`config.mk`:
```
export PLATFORM = sky130hd
export DESIGN_NAME = cmd_queue_axil_initiator
export DESIGN_NICKNAME = d
export VERILOG_FILES = /design/src/rtl/cmd_queue_axil_initiator_pkg.sv /design/src/rtl/cmd_queue_axil_initiator.sv
export SDC_FILE = /design/constraint.sdc
export NUM_CORES = 1
export LEC_CHECK = 0
export ABC_AREA = 1
export BUFFER_PORTS_ARGS = -buffer_cell sky130_fd_sc_hd__buf_2
export CORE_MARGIN = 5
export CORE_UTILIZATION = 45
export DETAILED_ROUTE_END_ITERATION = 7
export GPL_TIMING_DRIVEN = 0
export PLACE_DENSITY_LB_ADDON = 0.2
export SLEW_MARGIN = 20
export SYNTH_ARGS = -nofsm -noshare
export SYNTH_HDL_FRONTEND = slang
export SYNTH_SLANG_ARGS = --single-unit
export TNS_END_PERCENT = 100
```
`constraint.sdc`:
```
create_clock -name aclk -period 2.3 [get_ports aclk]
set_clock_uncertainty 0.15 [all_clocks]
set_input_delay 0.115 -clock aclk [delete_from_list [all_inputs] [get_ports aclk]]
set_output_delay 0.115 -clock aclk [all_outputs]
set_load 0.01 [all_outputs]
```
`src/rtl/cmd_queue_axil_initiator_pkg.sv`:
```
// Shared types for the AXI4-Lite command-queue initiator.
// Latency: n/a (types and constants only).
// Backpressure: n/a.
package cmd_queue_axil_initiator_pkg;

  typedef enum logic [2:0] {
    ST_IDLE,
    ST_WR_ADDR,
    ST_WR_RESP,
    ST_RD_ADDR,
    ST_RD_DATA,
    ST_RSP
  } state_t;

  localparam logic [1:0] RESP_OKAY   = 2'b00;
  localparam logic [1:0] RESP_SLVERR = 2'b10;

  // The address field is sized for the widest supported AXI address (32 bits);
  // the initiator uses only the low C_ADDR_WIDTH bits.
  typedef struct packed {
    logic        write;
    logic [31:0] addr;
    logic [31:0] wdata;
    logic [3:0]  wstrb;
  } req_t;

endpackage

```
`src/rtl/cmd_queue_axil_initiator.sv`:
```
// Single-outstanding AXI4-Lite master driven by a valid/ready request port.
// Latency: request accept to AXI valid is 1 cycle; one transaction per >=4 cycles.
// Backpressure: req_ready low while busy; rsp_valid held until rsp_ready.
//
// Ports: aclk/aresetn (async active-low); req_* request in; rsp_* response out;
// m_axi_* AXI4-Lite master (32-bit data, prot tied 0).
// Build option CMD_QUEUE_AXIL_TIMEOUT_EN: bounds the B/R wait to C_TIMEOUT_CYCLES,
// synthesises a SLVERR response and silently drains the one late beat.
module cmd_queue_axil_initiator
  import cmd_queue_axil_initiator_pkg::*;
#(
  parameter int C_ADDR_WIDTH     = 12,
  parameter int C_TIMEOUT_CYCLES = 1024
) (
  input  logic                    aclk,
  input  logic                    aresetn,
  input  logic                    req_valid,
  output logic                    req_ready,
  input  logic                    req_write,
  input  logic [C_ADDR_WIDTH-1:0] req_addr,
  input  logic [31:0]             req_wdata,
  input  logic [3:0]              req_wstrb,
  output logic                    rsp_valid,
  input  logic                    rsp_ready,
  output logic [31:0]             rsp_rdata,
  output logic [1:0]              rsp_resp,
  output logic                    rsp_timeout,
  output logic [C_ADDR_WIDTH-1:0] m_axi_awaddr,
  output logic [2:0]              m_axi_awprot,
  output logic                    m_axi_awvalid,
  input  logic                    m_axi_awready,
  output logic [31:0]             m_axi_wdata,
  output logic [3:0]              m_axi_wstrb,
  output logic                    m_axi_wvalid,
  input  logic                    m_axi_wready,
  input  logic [1:0]              m_axi_bresp,
  input  logic                    m_axi_bvalid,
  output logic                    m_axi_bready,
  output logic [C_ADDR_WIDTH-1:0] m_axi_araddr,
  output logic [2:0]              m_axi_arprot,
  output logic                    m_axi_arvalid,
  input  logic                    m_axi_arready,
  input  logic [31:0]             m_axi_rdata,
  input  logic [1:0]              m_axi_rresp,
  input  logic                    m_axi_rvalid,
  output logic                    m_axi_rready
);

  state_t state;
  req_t   req_in;
  req_t   req_q;
  logic   aw_done;
  logic   w_done;
  logic   aw_now;
  logic   w_now;
  logic   stale_any;

  // Word-align at capture so the AXI address outputs come straight from req_q.
  assign req_in = '{write: req_write,
                    addr:  32'({req_addr[C_ADDR_WIDTH-1:2], 2'b00}),
                    wdata: req_wdata,
                    wstrb: req_wstrb};

  assign m_axi_awaddr = req_q.addr[C_ADDR_WIDTH-1:0];
  assign m_axi_araddr = req_q.addr[C_ADDR_WIDTH-1:0];
  assign m_axi_wdata  = req_q.wdata;
  assign m_axi_wstrb  = req_q.wstrb;
  assign m_axi_awprot = 3'b000;
  assign m_axi_arprot = 3'b000;

  // A phase is finished if it completed earlier or completes this cycle.
  assign aw_now = aw_done | (m_axi_awvalid & m_axi_awready);
  assign w_now  = w_done  | (m_axi_wvalid  & m_axi_wready);

  logic unused_bits;
  assign unused_bits = ^{req_q, req_addr[1:0]};

`ifdef CMD_QUEUE_AXIL_TIMEOUT_EN
  localparam int CNT_W = $clog2(C_TIMEOUT_CYCLES);
  localparam logic [CNT_W-1:0] TMO_LAST = CNT_W'(C_TIMEOUT_CYCLES - 1);
  logic [CNT_W-1:0] tmo_cnt;
  logic             stale_b;
  logic             stale_r;
  assign stale_any = stale_b | stale_r;
`else
  localparam int unused_tmo_cycles = C_TIMEOUT_CYCLES;
  assign stale_any   = 1'b0;
  assign rsp_timeout = 1'b0;
`endif

  always_ff @(posedge aclk or negedge aresetn) begin
    if (!aresetn) begin
      state         <= ST_IDLE;
      req_q         <= '0;
      req_ready     <= 1'b1;
      rsp_valid     <= 1'b0;
      rsp_rdata     <= '0;
      rsp_resp      <= RESP_OKAY;
      m_axi_awvalid <= 1'b0;
      m_axi_wvalid  <= 1'b0;
      m_axi_bready  <= 1'b0;
      m_axi_arvalid <= 1'b0;
      m_axi_rready  <= 1'b0;
      aw_done       <= 1'b0;
      w_done        <= 1'b0;
`ifdef CMD_QUEUE_AXIL_TIMEOUT_EN
      tmo_cnt       <= '0;
      stale_b       <= 1'b0;
      stale_r       <= 1'b0;
      rsp_timeout   <= 1'b0;
`endif
    end else begin
      case (state)
        ST_IDLE: begin
          if (req_valid && req_ready) begin
            req_q     <= req_in;
            req_ready <= 1'b0;
            if (req_write) begin
              m_axi_awvalid <= 1'b1;
              m_axi_wvalid  <= 1'b1;
              aw_done       <= 1'b0;
              w_done        <= 1'b0;
              state         <= ST_WR_ADDR;
            end else begin
              m_axi_arvalid <= 1'b1;
              state         <= ST_RD_ADDR;
            end
          end else begin
            // Stays closed until a stale beat from a timed-out transfer drains.
            req_ready <= !stale_any;
          end
        end
        ST_WR_ADDR: begin
          if (m_axi_awvalid && m_axi_awready) m_axi_awvalid <= 1'b0;
          if (m_axi_wvalid && m_axi_wready)   m_axi_wvalid  <= 1'b0;
          aw_done <= aw_now;
          w_done  <= w_now;
          if (aw_now && w_now) begin
            m_axi_bready <= 1'b1;
            state        <= ST_WR_RESP;
`ifdef CMD_QUEUE_AXIL_TIMEOUT_EN
            tmo_cnt      <= '0;
`endif
          end
        end
        ST_WR_RESP: begin
          if (m_axi_bvalid && m_axi_bready) begin
            rsp_resp     <= m_axi_bresp;
            rsp_rdata    <= '0;
            m_axi_bready <= 1'b0;
            rsp_valid    <= 1'b1;
            state        <= ST_RSP;
`ifdef CMD_QUEUE_AXIL_TIMEOUT_EN
            rsp_timeout  <= 1'b0;
          end else if (tmo_cnt == TMO_LAST) begin
            // bready stays high so the late B beat is absorbed.
            rsp_resp    <= RESP_SLVERR;
            rsp_rdata   <= '0;
            rsp_timeout <= 1'b1;
            stale_b     <= 1'b1;
            rsp_valid   <= 1'b1;
            state       <= ST_RSP;
          end else begin
            tmo_cnt <= tmo_cnt + 1'b1;
`endif
          end
        end
        ST_RD_ADDR: begin
          if (m_axi_arready) begin
            m_axi_arvalid <= 1'b0;
            m_axi_rready  <= 1'b1;
            state         <= ST_RD_DATA;
`ifdef CMD_QUEUE_AXIL_TIMEOUT_EN
            tmo_cnt       <= '0;
`endif
          end
        end
        ST_RD_DATA: begin
          if (m_axi_rvalid && m_axi_rready) begin
            rsp_rdata    <= m_axi_rdata;
            rsp_resp     <= m_axi_rresp;
            m_axi_rready <= 1'b0;
            rsp_valid    <= 1'b1;
            state        <= ST_RSP;
`ifdef CMD_QUEUE_AXIL_TIMEOUT_EN
            rsp_timeout  <= 1'b0;
          end else if (tmo_cnt == TMO_LAST) begin
            rsp_resp    <= RESP_SLVERR;
            rsp_rdata   <= '0;
            rsp_timeout <= 1'b1;
            stale_r     <= 1'b1;
            rsp_valid   <= 1'b1;
            state       <= ST_RSP;
          end else begin
            tmo_cnt <= tmo_cnt + 1'b1;
`endif
          end
        end
        ST_RSP: begin
          if (rsp_ready) begin
            rsp_valid <= 1'b0;
            req_ready <= !stale_any;
            state     <= ST_IDLE;
          end
        end
        default: state <= ST_IDLE;
      endcase
`ifdef CMD_QUEUE_AXIL_TIMEOUT_EN
      // Swallow exactly one late beat from an aborted transfer, no response.
      if (stale_b && m_axi_bvalid && m_axi_bready) begin
        stale_b      <= 1'b0;
        m_axi_bready <= 1'b0;
      end
      if (stale_r && m_axi_rvalid && m_axi_rready) begin
        stale_r      <= 1'b0;
        m_axi_rready <= 1'b0;
      end
`endif
    end
  end

endmodule

```
# == Yosys cells after proc, flatten, opt, wreduce, memory -nomap -nowiden ==
# Index checks and enable logic that the tools add are counted.
# word_totals
input_bits,94
register_bits,92
output_inout_bits,108
wordCells,100
latchBits,0
rom_bits,0
mem_count,0
mem_bits_rw,0
# classes
reduce_logical,25
eq_ne,15
n_addsub,0
bitwise_logic,4
n_mux,41
div_mod_pow,0
multipliers,0
shifts,0
order_cmp,0
# ops
cell,count
32-bit 2-to-1 mux,2
32-bit one-hot mux with 2 select lines,1
2-bit != test (second input constant),10
1-bit 2-to-1 mux,18
3-bit 2-to-1 mux,6
3-bit one-hot mux with 6 select lines,1
1-bit one-hot mux with 2 select lines,8
4-bit AND reduction,4
3-bit AND reduction,4
2-bit nonzero test,6
3-bit by 2-bit == test with 1-bit output (second input constant),2
3-bit == test (second input constant),2
1-bit logical AND,6
2-bit 2-to-1 mux,3
6-bit AND reduction,1
2-bit one-hot mux with 2 select lines,1
2-bit AND reduction,2
3-bit by 1-bit == test with 1-bit output (second input constant),1
3-bit logical NOT,1
1-bit one-hot mux with 3 select lines,1
3-bit nonzero test,1
1-bit AND,2
1-bit OR,2

# == Depth between registers and ports, before layout ==
# logic_depth
word_depth,5
mapped_depth,9
depth_no_buf,8

# == Worst setup path after synthesis ==
# OpenSTA, ideal clock, no wires.
# synth_timing
path_type,register to register
startpoint,register state[2]
endpoint,register rsp_rdata[13]
arrival_time_ps,1288
required_time_ps,2032
setup_ps,118
path_stages_with_launch,9
setup_slack_ps,744
n_path_buf,2
period_less_slack_ps,1556
path_cell_list,dfrtp_1 > buf_4 > a21oi_1 > nand2_2 > nor2_8 > inv_4 > buf_6 > nand2_1 > nand2_1
# synth_via
elab_chain_cells,3
elab_cells_between_ends,7
classes_between,4 x eq/ne; 1 x mux; 2 x reduce/logical
# synth_rtl
element,line_no,rtl
from (decl),cmd_queue_axil_initiator.sv:49,state_t state;
from (signal assigned),cmd_queue_axil_initiator.sv:93,state <= ST_IDLE;
from (signal assigned),cmd_queue_axil_initiator.sv:123,state <= ST_WR_ADDR;
from (signal assigned),cmd_queue_axil_initiator.sv:126,state <= ST_RD_ADDR;
3-bit == test or 3-bit by 2-bit == test with 1-bit output (tied branches),cmd_queue_axil_initiator.sv:113,case (state)
2-bit != test (no line) or 2-bit nonzero test (tied branches),-,
3-bit AND reduction (no line),-,
to (signal assigned),cmd_queue_axil_initiator.sv:180,rsp_rdata <= m_axi_rdata;
to (decl),cmd_queue_axil_initiator.sv:25,"output logic [31:0] rsp_rdata,"
# Parallel ways exist; a longest one is shown, timed or not.
# A chain may end at the register's enable or synchronous reset.

# == Worst setup path in the final report ==
# layout_timing
startpoint,register state[1]
endpoint,register rsp_resp[1]
# layout_via
elab_chain_cells,3
elab_cells_between_ends,7
classes_between,4 x eq/ne; 1 x mux; 2 x reduce/logical
# layout_rtl
element,line_no,rtl
3-bit == test or 3-bit by 2-bit == test with 1-bit output (tied branches),cmd_queue_axil_initiator.sv:113,
2-bit != test (no line) or 2-bit nonzero test (tied branches),-,
3-bit AND reduction (no line),-,
to (signal assigned),cmd_queue_axil_initiator.sv:148,rsp_resp <= m_axi_bresp;
to (signal assigned),cmd_queue_axil_initiator.sv:181,rsp_resp <= m_axi_rresp;
to (decl),cmd_queue_axil_initiator.sv:26,"output logic [1:0] rsp_resp,"
# Parallel ways exist; a longest one is shown, timed or not.

==> impl_metrics.py <==
metrics = {
    "grt": {
        "grt_pass1_vias": 4279,
        "grt_overflow_total": 0,
        "grt_util_all_layers": 0.235,
        "antenna_found_initial": 0,
        "grt_max_degree": 55,
        "grt_pass1_wl_microns": 21300,
    },
    "clocking": {
        "cts_sinks": 92,
        "clkLatencyLatePin_ns": 0.35,
        "clk_pin_slew_ns": 0.08,
        "clock-root-buffer": "clkbuf_8",
        "postCtsSetupRepairBufs": 0,
        "htree_levels": 3,
        "cts_buffers": 9,
        "clk_path_buf_depth": 2,
        "cts_tree": "yes",
    },
    "route": {
        "dr.pass1.iters": 4,
        "viasPerCell": 4.78,
        "drt_wl_total_microns": 12600,
        "ant_nets": 0,
        "drc": 0,
        "first_iter_violations": 161,
        "drt-wirelength-per-cell_microns": 14.2,
        "via_count": 4226,
    },
    "setup_path": {
        "path_class": "reg -> reg",
        "critPathSlowestCell": "dlygate4sd3_1",
        "worst_ep_arrival_time_ns": 2.20,
        "cp-end-kind": "flip-flop",
        "ff2ff_path_depth": 9,
        "r2r_end": "rsp_resp[1]",
        "r2r_slack_ns": 0.19,
        "path_max_fanout": 9,
        "crit_required_ns": 2.39,
        "start_kind": "flip-flop",
        "path_cells": "inv_2 > nand2_2 > nor2_4 > inv_1 > nand2_1 > nand2_1 > dlygate4sd3_1 > nand2_1 > nand2_1",
        "path_common_cell": "nand2_1",
        "max_stage_delay_ns": 0.57,
        "reg2reg_from": "state[1]",
    },
    "die": {
        "ios": 202,
        "initial_core_util": 0.460,
        "die-area_sq_um": 10800,
        "num_rows": 34,
        "die_h_microns": 104,
        "core_area_sq_um": 8680,
        "die_x_microns": 104,
    },
    "timing": {
        "finalMaxSlewViolations": 0,
        "fmax_mhz": 473,
        "fin_crit_ns": 2.11,
        "setup_tns_ns": 0,
        "hold_viol_final": 0,
        "timing.final.crit_share": 0.919,
        "rsz0062_at_grt": "false",
        "setup_viol_count_final": 0,
    },
    "min_path": {
        "hold_depth": 6,
        "hold_path_class": "in -> reg",
        "whs_endpoint": "m_axi_arvalid",
        "hold_start": "m_axi_arready",
    },
    "power_and_ir_drop": {
        "p_sw_frac": 0.417,
        "p_leak_uw": 0.00367,
        "p_int_uw": 4300,
        "irDropWorstVdd_v": 0.000643,
        "power_density_nw_per_um2": 1180,
        "p_comb_frac": 0.475,
        "p_sw_uw": 3080,
        "clkPwrFrac": 0.152,
        "power_frac_seq": 0.373,
    },
    "layout": {
        "drive_gt1_frac": 0.327,
        "stdcell_area_sq_um": 6230,
        "fin_util": 0.718,
        "num-fill-cells": 613,
        "final_nets": 866,
        "diodes": 0,
        "area_delta_synth_final_pct": 56.3,
    },
    "logic_synthesis": {
        "synthMuxAreaShare": 0,
        "synth-simple-area-share": 0.314,
        "synth-compound-area-share": 0.0194,
        "synth_fa_ha_area_frac": 0,
        "yosysWarnings": 0,
        "syn_area_per_cell_sq_um": 8.43,
        "synth_top_family_by_area": "simple AND/OR/NAND/NOR gates",
        "ys_ff_latch": 92,
        "synth_cells": 473,
        "synth-xor-area-share": 0,
        "ys_types": 22,
        "ys_seq_area_frac": 0.577,
        "netlist_area_sq_um": 3990,
    },
    "place": {
        "place_congestion": 0.885,
        "place_area_sq_um": 5140,
        "io_buffers": 188,
        "place_hpwl_microns": 8050,
    },
    "outcome": {
        "status": "finished clean",
    },
    "run": {
        "drv_cap": 0,
    },
}
## registers in the layout (all words and copies together) (netlist names)
signal / flops
m_axi_rready: 1
m_axi_wstrb: 4
m_axi_wdata: 32
rsp_valid: 1
m_axi_araddr: 10
m_axi_arvalid: 1
aw_done: 1
rsp_resp: 2
m_axi_bready: 1
rsp_rdata: 32
m_axi_wvalid: 1
state: 3
req_ready: 1
w_done: 1
m_axi_awvalid: 1
## worst max path at each step
stage,startpoint,endpoint,slack [ns],depth (start not counted)
3_3_place_gp,aresetn,m_axi_araddr[11],0.08,1
2_1_floorplan,state[2],rsp_rdata[13],0.74,8
4_1_cts,state[1],rsp_resp[0],0.07,9
5_1_grt,state[1],rsp_resp[1],0.06,9
6_report,state[1],rsp_resp[1],0.19,9
3_5_place_dp,req_ready,m_axi_araddr[8],0.45,7
## kinds of logic (layout without fill, tap and decap cells)
| family | Yosys count | count (layout) |
|---|---|---|
| AND/OR/NAND/NOR | 308 | 308 |
| flip-flops | 92 | 92 |
| buffers and inverters | 57 | 351 |
| AO/OA/AOI/OAI | 15 | 15 |
| other | 1 | 11 |
## cell usage after synthesis
cell type	n	area (sq um)
a21oi_1	5	25.0
buf_2	5	25.0
buf_4	28	210
buf_6	3	33.8
clkbuf_1	6	22.5
conb_1	1	3.75
dfrtp_1	91	2280
dfstp_2	1	26.3
inv_1	11	41.3
inv_2	3	11.3
inv_4	1	6.26
nand2_1	249	935
nand2_2	3	18.8
nand3_1	41	205
nand3_2	1	10.0
nand4_1	3	18.8
nor2_1	6	22.5
nor2_2	3	18.8
nor2_8	1	20.0
nor3_1	1	5.00
o211ai_1	1	7.51
o21ai_0	9	45.0
## critical path: cells and delay by family, from the launching register on
family                 cells  cell delay, ns
AND/OR/NAND/NOR            6            0.56
buffers and inverters      3            0.84
flip-flops                 1            0.48
## area by class of cell
| type | instances | area [sq um] | share of cell area |
|---|---|---|---|
| multi-input combinational | 334 | 1380 | 0.221 |
| timing repair buffer | 278 | 1870 | 0.299 |
| inverter | 15 | 58.8 | 0.00943 |
| clock buffer | 9 | 124 | 0.0199 |
| tap | 108 | 135 | 0.0217 |
| clock inverter | 7 | 78.8 | 0.0126 |
| buffer | 42 | 292 | 0.0468 |
| sequential | 92 | 2300 | 0.369 |
## cell usage in the layout, fill, tap and decap left out, types with 2 or more instances in the layout
cell type	count
buf_6	4
buf_4	28
dlygate4sd3_1	89
inv_1	11
a21oi_1	5
nand3_1	41
inv_6	5
buf_2	192
nand4_1	3
nand2_2	3
o21ai_0	9
conb_1	11
clkbuf_8	9
inv_2	3
dfrtp_1	91
nor2_1	6
clkbuf_1	6
nor2_2	2
nand2_1	249
## through the flow
step	hold slack (ns)	cells	total power, uW	worst slack, ns
after floorplan	-0.331	483	4760	0.744
after global placement	0.158	779	6010	0.0832
after detailed placement	-0.103	780	6090	0.451
after CTS	0.00555	885	7370	0.0658
after global routing	0.0320	885	7960	0.0554
final	0.0228	885	7380	0.186
## timing repair
item                       in CTS  in global routing
setup endpoints to repair       0                  2
resized for setup               0                  1
hold buffers                   89                  0
hold endpoints to repair      179                  0
## per-layer routing
layer	part of all wire	vias to the layer above	GRT usage
met4	0.016	0	0.0657
met1	0.41	1971	0.289
met5	0	-	0
met3	0.083	23	0.0652
met2	0.49	199	0.406
li1	-	2033	-
## power by group through the flow
| stage | combinational [uW] | clock, uW | sequential, uW |
|---|---|---|---|
| 3_5_place_dp | 3340 | 0 | 2750 |
| 5_1_grt | 3900 | 1220 | 2840 |
| 2_1_floorplan | 1700 | 0 | 3060 |
| 3_3_place_gp | 3270 | 0 | 2740 |
| 6_report | 3510 | 1120 | 2750 |
| 4_1_cts | 3480 | 1150 | 2740 |
No activity file was read; power rests on OpenSTA's default activity.
